===== src/rtl/lfsr_rand_sched.sv =====
// lfsr_rand_sched: round-robin scheduler sharing one Galois LFSR among NREQ requesters, with reseed support.
// Ports:
//   clk, rst                      clock, synchronous active-high reset
//   req_valid / req_ready         per-requester request level / one-hot 1-cycle acceptance
//   rsp_valid/rsp_ready/rsp_id/rsp_data  response channel carrying the random word
//   seed_wr / seed_data / seed_ack  reseed request, new seed, 1-cycle capture pulse
//   busy                          high whenever not IDLE
//   lfsr_load/lfsr_shift_en/lfsr_in/lfsr_din/lfsr_out  control and data of the external LFSR
module lfsr_rand_sched #(
    parameter int                WIDTH  = 16,
    parameter int                NREQ   = 4,
    parameter int                SHIFTS = 16,
    parameter logic [WIDTH-1:0]  SEED   = 16'hACE1
) (
    input  logic                     clk,
    input  logic                     rst,
    input  logic [NREQ-1:0]          req_valid,
    output logic [NREQ-1:0]          req_ready,
    output logic                     rsp_valid,
    input  logic                     rsp_ready,
    output logic [$clog2(NREQ)-1:0]  rsp_id,
    output logic [WIDTH-1:0]         rsp_data,
    input  logic                     seed_wr,
    input  logic [WIDTH-1:0]         seed_data,
    output logic                     seed_ack,
    output logic                     busy,
    output logic                     lfsr_load,
    output logic                     lfsr_shift_en,
    output logic [WIDTH-1:0]         lfsr_in,
    output logic                     lfsr_din,
    input  logic [WIDTH-1:0]         lfsr_out
);
    localparam int IW = $clog2(NREQ);

    typedef enum logic [2:0] {INIT, IDLE, LOAD, SHIFT, RESP} state_t;

    state_t           state_q, state_d;
    logic [IW-1:0]    rr_q, rr_d;
    logic [IW-1:0]    id_q, id_d;
    logic [7:0]       cnt_q, cnt_d;
    logic [WIDTH-1:0] seed_q, seed_d;
    logic [IW-1:0]    gnt;
    logic [IW-1:0]    k;

    assign lfsr_din = 1'b0;

    // Scan downwards so the last hit, i.e. the nearest set bit at or after rr_q, wins.
    always_comb begin
        gnt = '0;
        k   = '0;
        for (int i = NREQ - 1; i >= 0; i--) begin
            k = IW'((int'(rr_q) + i) % NREQ);
            if (req_valid[k]) gnt = k;
        end
    end

    always_comb begin
        state_d       = state_q;
        rr_d          = rr_q;
        id_d          = id_q;
        cnt_d         = cnt_q;
        seed_d        = seed_q;
        req_ready     = '0;
        rsp_valid     = 1'b0;
        rsp_id        = '0;
        rsp_data      = '0;
        seed_ack      = 1'b0;
        busy          = 1'b1;
        lfsr_load     = 1'b0;
        lfsr_shift_en = 1'b0;
        lfsr_in       = '0;
        case (state_q)
            INIT: begin
                lfsr_load = 1'b1;
                lfsr_in   = SEED;
                state_d   = IDLE;
            end
            IDLE: begin
                busy = 1'b0;
                if (seed_wr) begin
                    seed_ack = 1'b1;
                    seed_d   = (seed_data == '0) ? SEED : seed_data;
                    state_d  = LOAD;
                end else if (|req_valid) begin
                    req_ready = NREQ'(1) << gnt;
                    id_d      = gnt;
                    cnt_d     = '0;
                    state_d   = SHIFT;
                end
            end
            LOAD: begin
                lfsr_load = 1'b1;
                lfsr_in   = seed_q;
                state_d   = IDLE;
            end
            SHIFT: begin
                lfsr_shift_en = 1'b1;
                cnt_d         = cnt_q + 8'd1;
                state_d       = (cnt_q == 8'(SHIFTS - 1)) ? RESP : SHIFT;
            end
            RESP: begin
                rsp_valid = 1'b1;
                rsp_id    = id_q;
                rsp_data  = lfsr_out;
                if (rsp_ready) begin
                    rr_d    = (id_q == IW'(NREQ - 1)) ? '0 : id_q + 1'b1;
                    state_d = IDLE;
                end
            end
            default: state_d = INIT;
        endcase
        // Quiet outputs while reset is asserted, regardless of the current state.
        if (rst) begin
            req_ready     = '0;
            rsp_valid     = 1'b0;
            rsp_id        = '0;
            rsp_data      = '0;
            seed_ack      = 1'b0;
            busy          = 1'b1;
            lfsr_load     = 1'b0;
            lfsr_shift_en = 1'b0;
            lfsr_in       = '0;
        end
    end

    always_ff @(posedge clk) begin
        if (rst) begin
            state_q <= INIT;
            rr_q    <= '0;
            id_q    <= '0;
            cnt_q   <= '0;
            seed_q  <= SEED;
        end else begin
            state_q <= state_d;
            rr_q    <= rr_d;
            id_q    <= id_d;
            cnt_q   <= cnt_d;
            seed_q  <= seed_d;
        end
    end
endmodule


===== config.mk =====
export PLATFORM = sky130hd
export DESIGN_NAME = lfsr_rand_sched
export DESIGN_NICKNAME = d
export VERILOG_FILES = /design/src/rtl/lfsr_rand_sched.sv
export SDC_FILE = /design/constraint.sdc
export NUM_CORES = 1
export LEC_CHECK = 0
export ABC_AREA = 0
export BUFFER_PORTS_ARGS = -buffer_cell sky130_fd_sc_hd__buf_2
export CORE_MARGIN = 2
export CORE_UTILIZATION = 50
export CTS_CLUSTER_DIAMETER = 50
export CTS_CLUSTER_SIZE = 14
export DETAILED_ROUTE_END_ITERATION = 10
export MAX_ROUTING_LAYER = met4
export PLACE_DENSITY = 0.88
export SYNTH_ARGS = -nofsm -noshare
export SYNTH_HDL_FRONTEND = slang
export SYNTH_SLANG_ARGS = --single-unit
export TNS_END_PERCENT = 20

===== constraint.sdc =====
create_clock -name clk -period 5.8 [get_ports clk]
set_clock_uncertainty 0.1 [all_clocks]
set_input_delay 1.16 -clock clk [delete_from_list [all_inputs] [get_ports clk]]
set_output_delay 1.16 -clock clk [all_outputs]
set_load 0.03 [all_outputs]

* After elaboration in Yosys (flattened, before gate mapping)
Cells that the tools add are included.
** Operators by class
- Add/sub/neg operators :: 5
- Reductions and logical operators :: 10
- Bitwise operators :: 1
- Eq/ne operators :: 10
- Shift operators :: 1
- Magnitude comparators :: 4
- Mux-type cells :: 43
** Operator list (number)
- $mux 16 :: 4
- $pmux 16 s2 :: 1
- $logic_not 16->1 :: 1
- $mux 4 :: 4
- $mux 8 :: 2
- $pmux 8 s2 :: 1
- $mux 1 :: 15
- $mux 2 :: 7
- $lt 2x3->1 const B :: 4
- $mux 3 :: 4
- $pmux 3 s4 :: 1
- $add 8x1->8 const B :: 1
- $bmux 1 s2 :: 4
- $eq 8x4->1 const B :: 1
- $eq 3x2->1 const B :: 2
- $ne 2x2->1 const B :: 3
- $reduce_and 2->1 :: 3
- $reduce_and 3->1 :: 2
- $add 2x1->2 const B :: 2
- $add 2x2->2 const B :: 2
- $reduce_or 4->1 :: 1
- $shl 1x2->4 const A :: 1
- $eq 3x1->1 const B :: 1
- $eq 3x3->1 const B :: 1
- 6 further kinds :: 6
** Word-level totals
- Register bits after elaboration :: 31
- Input bits :: 40

* Logic depth before layout (Yosys ltp)
Gate-level depths: netlist (run 1).
- Depth after elaboration :: 12
- Depth in mapped cells :: 7
- Gate-level depth less buffers :: 5

* Least setup slack after synthesis (run 1)
Ideal clock, no wire load.
- Kind :: input port to output port
- From :: in rst
- To :: out req_ready[1]
- Slack :: 1.731 ns
- Data arrival time :: 2.809 ns
- Cell stages on the path :: 4
- Data required time :: 4.540 ns
- Path through :: or4b_4 nor3_2 or4b_4 nor2_1
** Between the ends
- Cells in the longest elaborated chain, start to end :: 1
** RTL lines
- start, declared :: RTL line 16 : input logic rst,
- $mux 4 :: RTL line 113 : if (rst) begin
- end, declared :: RTL line 18 : output logic [NREQ-1:0] req_ready,
No other way between the ends.

* Worst setup path in the final report (run 1)
- From :: in rst
- To :: out req_ready[3]
The elaborated chain is that of the path after synthesis.

==> results of run 1 <==
[logic make-up after synthesis]
| kind of cell | Yosys count | share of synthesized area |
|---|---|---|
| compound gates | 56 | 0.192 |
| fa+ha+maj | 2 | 0.0140 |
| buf+inv | 30 | 0.0700 |
| flops | 31 | 0.347 |
| mux | 2 | 0.0112 |
| other cells | 1 | 0.00210 |
| simple gates | 116 | 0.363 |
[worst reg2reg max path: cells and delay by family, from the launching register on]
family | cells | cell delay [ns]
compound gates | 1 | 0.09
flops | 1 | 0.58
simple gates | 3 | 1.59
[power by group through the flow]
| stage | clock network, µW | logic (µW) | registers [µW] |
|---|---|---|---|
| detailed placement | 0 | 80.7 | 232 |
| global placement | 0 | 79.5 | 232 |
| finish | 121 | 81.3 | 228 |
| CTS | 125 | 81.1 | 228 |
| global route | 139 | 89.5 | 229 |
| floorplan | 0 | 56.1 | 228 |
[stage by stage]
stage                     total power, µW  cells  worst slack, ns  hold WS [ns]
after CTS                             434    359             1.55         0.356
after floorplan                       284    238             1.73         0.332
after global placement                312    351             1.59         0.340
after detailed placement              313    351             1.56         0.342
after global routing                  458    359             1.43         0.391
final                                 430    359             1.58         0.356
[state kept, by name, summed over array words and instances (netlist names)]
name and count:
rr_q 2, cnt_q 8, id_q 2, seed_q 16, state_q 3
[worst paths after layout]
path                                              start                 endpoint  slack, ns
worst max-delay path                                rst             req_ready[3]       1.58
worst min-delay path            seed_q[12]$_SDFFE_PP0P_  seed_q[12]$_SDFFE_PP0P_       0.36
worst max register to register  state_q[1]$_SDFFE_PP0P_   seed_q[0]$_SDFFE_PP1P_       3.34
worst min register to register  seed_q[12]$_SDFFE_PP0P_  seed_q[12]$_SDFFE_PP0P_       0.36
[cell type report]
cell class / count / area (µm²)
well taps: 46 / 57.6
clock buffers: 6 / 41.3
multi-input cells: 177 / 1050
repair buffers: 82 / 410
clock inverters: 2 / 12.5
fillers: 293 / 1140
flip-flops and latches: 31 / 621
inverters: 15 / 56.3
[placed cells by master (no fill, tap or decap), drive strengths merged, types with 2 or more instances in the layout]
cell type / count
buf: 82
dfxtp: 31
a21oi: 27
nor2: 25
nand2: 20
and2: 19
inv: 15
and3: 9
or2: 9
a22oi: 9
o21ai: 7
clkbuf: 6
nor4: 6
or3: 5
nand2b: 4
o31ai: 4
nor2b: 3
nand3: 3
or4: 3
o21a: 2
or4b: 2
nand3b: 2
o31a: 2
mux2i: 2
ha: 2
nor3: 2
[cells in the mapped netlist (all sizes together) (3+ instances only)]
master,number,share of area
dfxtp,31,0.35
a21oi,27,0.076
nor2,25,0.052
nand2,20,0.042
and2,19,0.066
inv,15,0.031
clkbuf,12,0.025
a22oi,9,0.038
and3,9,0.031
or2,9,0.031
o21ai,7,0.020
nor4,6,0.024
or3,5,0.017
nand2b,4,0.014
o31ai,4,0.017
buf,3,0.013
nand3,3,0.0084
nor2b,3,0.010
or4,3,0.013
[routing by layer]
layer  up-vias  part of all wire  global-route usage
li1        971                 -                   -
met1       886              0.44               0.257
met2        72              0.48               0.392
met3         8             0.067              0.0634
met4         0             0.018              0.0951
met5         -                 0                   -
==> impl_metrics.env, run 1 <==
export IMPL_status="finished clean"
export IMPL_final_area_mm2=0.00225
export IMPL_core_utilization_of_the_finished_layout=0.663
export IMPL_starting_density_of_the_core=0.528
export IMPL_power_density_mw_per_mm2=191
export IMPL_synthesis_area_per_instance_um2=7.51
export IMPL_longest_clk_path_bufs=2
export IMPL_max_vdd_ir_drop_mv=0.149
export IMPL_detail_route_antenna_nets=0
export IMPL_grt_remaining_overflow=0
export IMPL_cts_resized=0
export IMPL_total_switching_power_uw=133
export IMPL_cp_num_cells=6
export IMPL_cts_sinks=31
export IMPL_number_of_buffers_created_by_cts=5
export IMPL_grt_pass1_vias=1705
export IMPL_power_frac_clock=0.282
export IMPL_ys_seq_elements=31
export IMPL_grt_setup_unrepaired="false"
export IMPL_floorplan_die_area_mm2=0.00407
export IMPL_die_h_um=63.8
export IMPL_place_gp_congestion=0.813
export IMPL_final_min_period_over_clock_period=0.728
export IMPL_fin_setup_tns_ns=0
export IMPL_via_per_inst=5.40
export IMPL_ys_dominant_reg_cell="sky130_fd_sc_hd__dfxtp_1"
export IMPL_crit_buf_inv=2
export IMPL_timing_max_cap_violations=0
export IMPL_sequence_of_cells_on_the_critical_path="buf_2 -> or4b_4 -> nor3_2 -> or4b_4 -> nor2_1 -> buf_2"
export IMPL_clock_insertion_delay_worst_skew_ns=0.33
export IMPL_layout_drive_gt1_share=0.329
export IMPL_post_cts_setup_buffer_count=0
export IMPL_synth_edf_count=0
export IMPL_worstMarginPinSlew_ns=0.985
export IMPL_critical_path_class="input pin to primary output"
export IMPL_finalHoldViolCount=0
export IMPL_htreeDepth=2
export IMPL_fp_dieW_um=63.8
export IMPL_critPathCaptureType="primary output"
export IMPL_slew_viol_final=0
export IMPL_cp_arrival_ns=2.96
export IMPL_global_route_wire_length_before_repair_um=7290
export IMPL_critical_path_peak_fanout=30
export IMPL_root_buffer="sky130_fd_sc_hd__clkbuf_4"
export IMPL_hpwlAfterDp_um=3280
export IMPL_sequentialPowerShare=0.529
export IMPL_timing_fmax_mhz=237
export IMPL_io_pins=84
export IMPL_maximum_number_of_pins_on_one_net_before_global_route_repair=31
export IMPL_syn_nets=280
export IMPL_ys_warn_count=0
export IMPL_fp_coreArea_mm2=0.00339
export IMPL_critPathRequiredTime_ns=4.54
export IMPL_worstHoldPathType="flop to flop"
export IMPL_grt_util_all_layers=0.232
export IMPL_drt_total_wl_um=4400
export IMPL_min_delay_path_depth=2
export IMPL_worst_slew_margin_rel=0.338
export IMPL_synthDistinctLibCells=41
export IMPL_path_delay_family="simple AND/OR/NAND/NOR gates"
export IMPL_detail_route_first_pass_iterations=4
export IMPL_vias=1937
export IMPL_insertedDiodeCount=0
export IMPL_ff2ff_path_depth=4
export IMPL_std_cell_rows=21
export IMPL_seq_area_frac_synth=0.347
export IMPL_clk_transition_reported_paths_ns=0.10
export IMPL_power_leakage_uw=0.00111
export IMPL_netlist_instances=238
export IMPL_layout_nets=354
export IMPL_setup_viol_count_final=0
export IMPL_critical_path_slowest_cell="sky130_fd_sc_hd__or4b_4"
export IMPL_clock_tree_from_tritoncts="built"
export IMPL_power_frac_comb=0.189
export IMPL_power_report_internal_total_uw=297
export IMPL_post_dp_cell_area_mm2=0.00219
export IMPL_drc_errors=0
export IMPL_crit_path_start_kind="input pin"
export IMPL_buffer_ports_inserted=82
export IMPL_dr_first_iter_drc_count=74
export IMPL_synthesized_cell_area_mm2=0.00179
export IMPL_area_growth_synth_to_final_pct=25.7
export IMPL_grt_antenna_before_repair=0
export IMPL_cts_hold_fix_buffers=0
export IMPL_synth_async_reset_ratio=0
export IMPL_detail_route_wl_per_cell_um=12.2
export IMPL_crit_path_max_incr_delay_ns=0.56
export IMPL_power_share_switching=0.310
export IMPL_time_the_final_worst_path_needs_with_i_o_delays_and_setup_ns=4.22
(Power assumes the default switching activity.)
==> inputs of run 2 (changes only) <==
--- a/config.mk
+++ b/config.mk
@@ -5,15 +5,15 @@
 export SDC_FILE = /design/constraint.sdc
 export NUM_CORES = 1
 export LEC_CHECK = 0
-export ABC_AREA = 0
+export ABC_AREA = 1
 export BUFFER_PORTS_ARGS = -buffer_cell sky130_fd_sc_hd__buf_2
 export CORE_MARGIN = 2
-export CORE_UTILIZATION = 50
+export CORE_UTILIZATION = 48
 export CTS_CLUSTER_DIAMETER = 50
 export CTS_CLUSTER_SIZE = 14
 export DETAILED_ROUTE_END_ITERATION = 10
 export MAX_ROUTING_LAYER = met4
-export PLACE_DENSITY = 0.88
+export PLACE_DENSITY = 0.83
 export SYNTH_ARGS = -nofsm -noshare
 export SYNTH_HDL_FRONTEND = slang
 export SYNTH_SLANG_ARGS = --single-unit
==> constraint.sdc (replaced) <==
create_clock -name clk -period 4.1 [get_ports clk]
set_clock_uncertainty 0.1 [all_clocks]
set_input_delay 0.82 -clock clk [delete_from_list [all_inputs] [get_ports clk]]
set_output_delay 0.82 -clock clk [all_outputs]
set_load 0.03 [all_outputs]
==> run 2 against run 1 <==
  * Sequential power up 43%
  * Setup slack got worse by 0.43 ns
  * Hold slack better by 0.010 ns
  * Core utilization down 4.4 points
  * Non-clock buffer count rose by 1
==> impl_metrics.env, run 2 <==
export IMPL_met3_usage=0.0493
export IMPL_power_frac_clock=0.360
export IMPL_ys_warn_count=0
export IMPL_multi_input_area_mm2=0.00113
export IMPL_power_frac_comb=0.196
export IMPL_starting_density_of_the_core=0.496
export IMPL_number_of_buffers_created_by_cts=5
export IMPL_root_buffer="sky130_fd_sc_hd__clkbuf_8"
export IMPL_synthesized_cell_area_mm2=0.00198
export IMPL_power_density_mw_per_mm2=295
export IMPL_maximum_number_of_pins_on_one_net_before_global_route_repair=47
export IMPL_final_min_period_over_clock_period=0.720
export IMPL_sequentialPowerShare=0.445
export IMPL_place_gp_congestion=0.886
export IMPL_crit_path_start_kind="input pin"
export IMPL_grt_pass1_vias=1852
export IMPL_io_pins=84
export IMPL_layout_drive_gt1_share=0.267
export IMPL_max_reg_flops=16
export IMPL_critical_path_class="input pin to primary output"
export IMPL_drc_errors=0
export IMPL_core_utilization_of_the_finished_layout=0.619
export IMPL_floorplan_die_area_mm2=0.00466
export IMPL_detail_route_antenna_nets=0
export IMPL_finalHoldViolCount=0
export IMPL_die_h_um=68.3
export IMPL_area_growth_synth_to_final_pct=24.9
export IMPL_grt_remaining_overflow=0
export IMPL_clk_transition_reported_paths_ns=0.06
export IMPL_drt_total_wl_um=4930
export IMPL_setup_viol_count_final=0
export IMPL_syn_nets=369
export IMPL_max_vdd_ir_drop_mv=0.171
export IMPL_met1_usage=0.251
export IMPL_insertedDiodeCount=0
export IMPL_seq_area_frac_synth=0.313
export IMPL_worstHoldPathType="flop to flop"
export IMPL_grt_busiest_layer="met2"
export IMPL_fp_dieW_um=68.3
export IMPL_power_share_switching=0.295
export IMPL_power_leakage_uw=0.00130
export IMPL_cts_sinks=31
export IMPL_timing_fmax_mhz=339
export IMPL_grt_setup_unrepaired="false"
export IMPL_vias=2210
export IMPL_synth_top_area_share=0.313
export IMPL_global_route_wire_length_before_repair_um=7730
export IMPL_regMostFlops="seed_q"
export IMPL_ff_latch_area_um2=621
export IMPL_ys_seq_elements=31
export IMPL_buffer_ports_inserted=82
export IMPL_status="finished clean"
export IMPL_clock_tree_from_tritoncts="built"
export IMPL_ys_dominant_reg_cell="sky130_fd_sc_hd__dfxtp_1"
export IMPL_fp_coreArea_mm2=0.00400
export IMPL_layout_nets=446
export IMPL_synthMostInstantiatedCell="sky130_fd_sc_hd__nand2_1"
export IMPL_std_cell_rows=23
export IMPL_via_per_inst=4.86
export IMPL_synthDistinctLibCells=34
export IMPL_critPathCaptureType="primary output"
export IMPL_layout_top_registers="seed_q: 16 flops, cnt_q: 8 flops, state_q: 3 flops"
export IMPL_critical_path_peak_fanout=4
export IMPL_total_switching_power_uw=215
export IMPL_yosys_area_top_type="sky130_fd_sc_hd__dfxtp_1"
export IMPL_met2_usage=0.388
export IMPL_min_delay_path_depth=2
export IMPL_synth_async_reset_ratio=0
export IMPL_fill_cells=406
export IMPL_top_post_synthesis_cells_by_count="sky130_fd_sc_hd__nand2_1, sky130_fd_sc_hd__nor2_1, sky130_fd_sc_hd__inv_1, sky130_fd_sc_hd__dfxtp_1, sky130_fd_sc_hd__a21oi_1"
export IMPL_worst_slew_margin_rel=0.666
export IMPL_final_common_cell="sky130_fd_sc_hd__nand2_1"
export IMPL_post_synth_main_area_contributors="sky130_fd_sc_hd__dfxtp_1, sky130_fd_sc_hd__nand2_1, sky130_fd_sc_hd__nor2_1, sky130_fd_sc_hd__inv_1, sky130_fd_sc_hd__a21oi_1"
export IMPL_grt_util_all_layers=0.223
export IMPL_detail_route_first_pass_iterations=4
export IMPL_ff2ff_path_depth=7
export IMPL_timing_max_cap_violations=0
export IMPL_htreeDepth=2
export IMPL_layout_cells_most_common_list="sky130_fd_sc_hd__nand2_1, sky130_fd_sc_hd__buf_2, sky130_fd_sc_hd__nor2_1, sky130_fd_sc_hd__inv_1, sky130_fd_sc_hd__dfxtp_1"
export IMPL_cts_resized=0
export IMPL_post_cts_setup_buffer_count=0
export IMPL_grt_antenna_before_repair=0
export IMPL_critPathRequiredTime_ns=3.18
export IMPL_fin_setup_tns_ns=0
export IMPL_detail_route_wl_per_cell_um=10.8
export IMPL_cts_hold_fix_buffers=0
export IMPL_dr_first_iter_drc_count=84
export IMPL_hpwlAfterDp_um=3660
export IMPL_power_report_internal_total_uw=515
export IMPL_synth_edf_count=0
export IMPL_worstMarginPinSlew_ns=0.500
export IMPL_clock_insertion_delay_worst_skew_ns=0.28
export IMPL_synthesis_area_per_instance_um2=6.06
export IMPL_longest_clk_path_bufs=2
export IMPL_cp_arrival_ns=2.03
export IMPL_slew_viol_final=0
export IMPL_time_the_final_worst_path_needs_with_i_o_delays_and_setup_ns=2.95
export IMPL_netlist_instances=327
-- run 2: cell type report --
type / count / area share
multi-input combinational: 245 / 0.457
clock buffer: 8 / 0.0404
timing repair buffer: 83 / 0.169
tap: 50 / 0.0253
sequential: 31 / 0.251
inverter: 38 / 0.0586
-- run 2: logic make-up after synthesis --
group | count (synthesis) | synth area share
simple gates | 202 | 0.437
buf+inv | 51 | 0.117
compound gates | 39 | 0.114
flops | 31 | 0.313
fa+ha+maj | 2 | 0.0126
xor+xnor | 1 | 0.00442
other cells | 1 | 0.00189
-- run 2: critical path, stage by stage --
cell and delay, ns:
sky130_fd_sc_hd__buf_2 0.09, sky130_fd_sc_hd__inv_1 0.13, sky130_fd_sc_hd__nand2_1 0.10, sky130_fd_sc_hd__nand3_1 0.13, sky130_fd_sc_hd__nand2_1 0.10, sky130_fd_sc_hd__nand3_2 0.08
sky130_fd_sc_hd__nand3_1 0.11, sky130_fd_sc_hd__nand2_1 0.09, sky130_fd_sc_hd__nand2_1 0.09, sky130_fd_sc_hd__nor2_1 0.09, sky130_fd_sc_hd__buf_2 0.20
-- run 2: metal layers --
layer / share of wire / up-vias
li1: - / 1175
met1: 0.44 / 962
met2: 0.49 / 68
met3: 0.063 / 5
met4: 0.012 / 0
met5: 0 / -
-- run 2: final timing paths --
check        slack, ns                     from                      end
max reg2reg       2.35  state_q[1]$_SDFFE_PP0P_   seed_q[1]$_SDFFE_PP0P_
min reg2reg       0.37  seed_q[12]$_SDFFE_PP0P_  seed_q[12]$_SDFFE_PP0P_
max               1.15             req_valid[3]             req_ready[1]
min               0.37  seed_q[12]$_SDFFE_PP0P_  seed_q[12]$_SDFFE_PP0P_
-- run 2: stage by stage --
| step | hold slack, ns | worst slack, ns | cells | instance area, µm² | power (µW) |
|---|---|---|---|---|---|
| 2_1_floorplan | 0.341 | 1.01 | 327 | 1980 | 432 |
| 3_3_place_gp | 0.351 | 1.31 | 447 | 2380 | 471 |
| 3_5_place_dp | 0.354 | 1.19 | 447 | 2380 | 474 |
| 4_1_cts | 0.366 | 1.19 | 455 | 2480 | 736 |
| 5_1_grt | 0.389 | 0.994 | 455 | 2480 | 766 |
| 6_report | 0.366 | 1.15 | 455 | 2480 | 731 |
-- run 2: power groups by stage --
| stage | Clock [µW] | Sequential [µW] | Combinational, µW |
|---|---|---|---|
| floorplan | 0 | 329 | 103 |
| global placement | 0 | 330 | 140 |
| detailed placement | 0 | 331 | 142 |
| CTS | 267 | 325 | 143 |
| global route | 279 | 326 | 160 |
| finish | 263 | 325 | 143 |
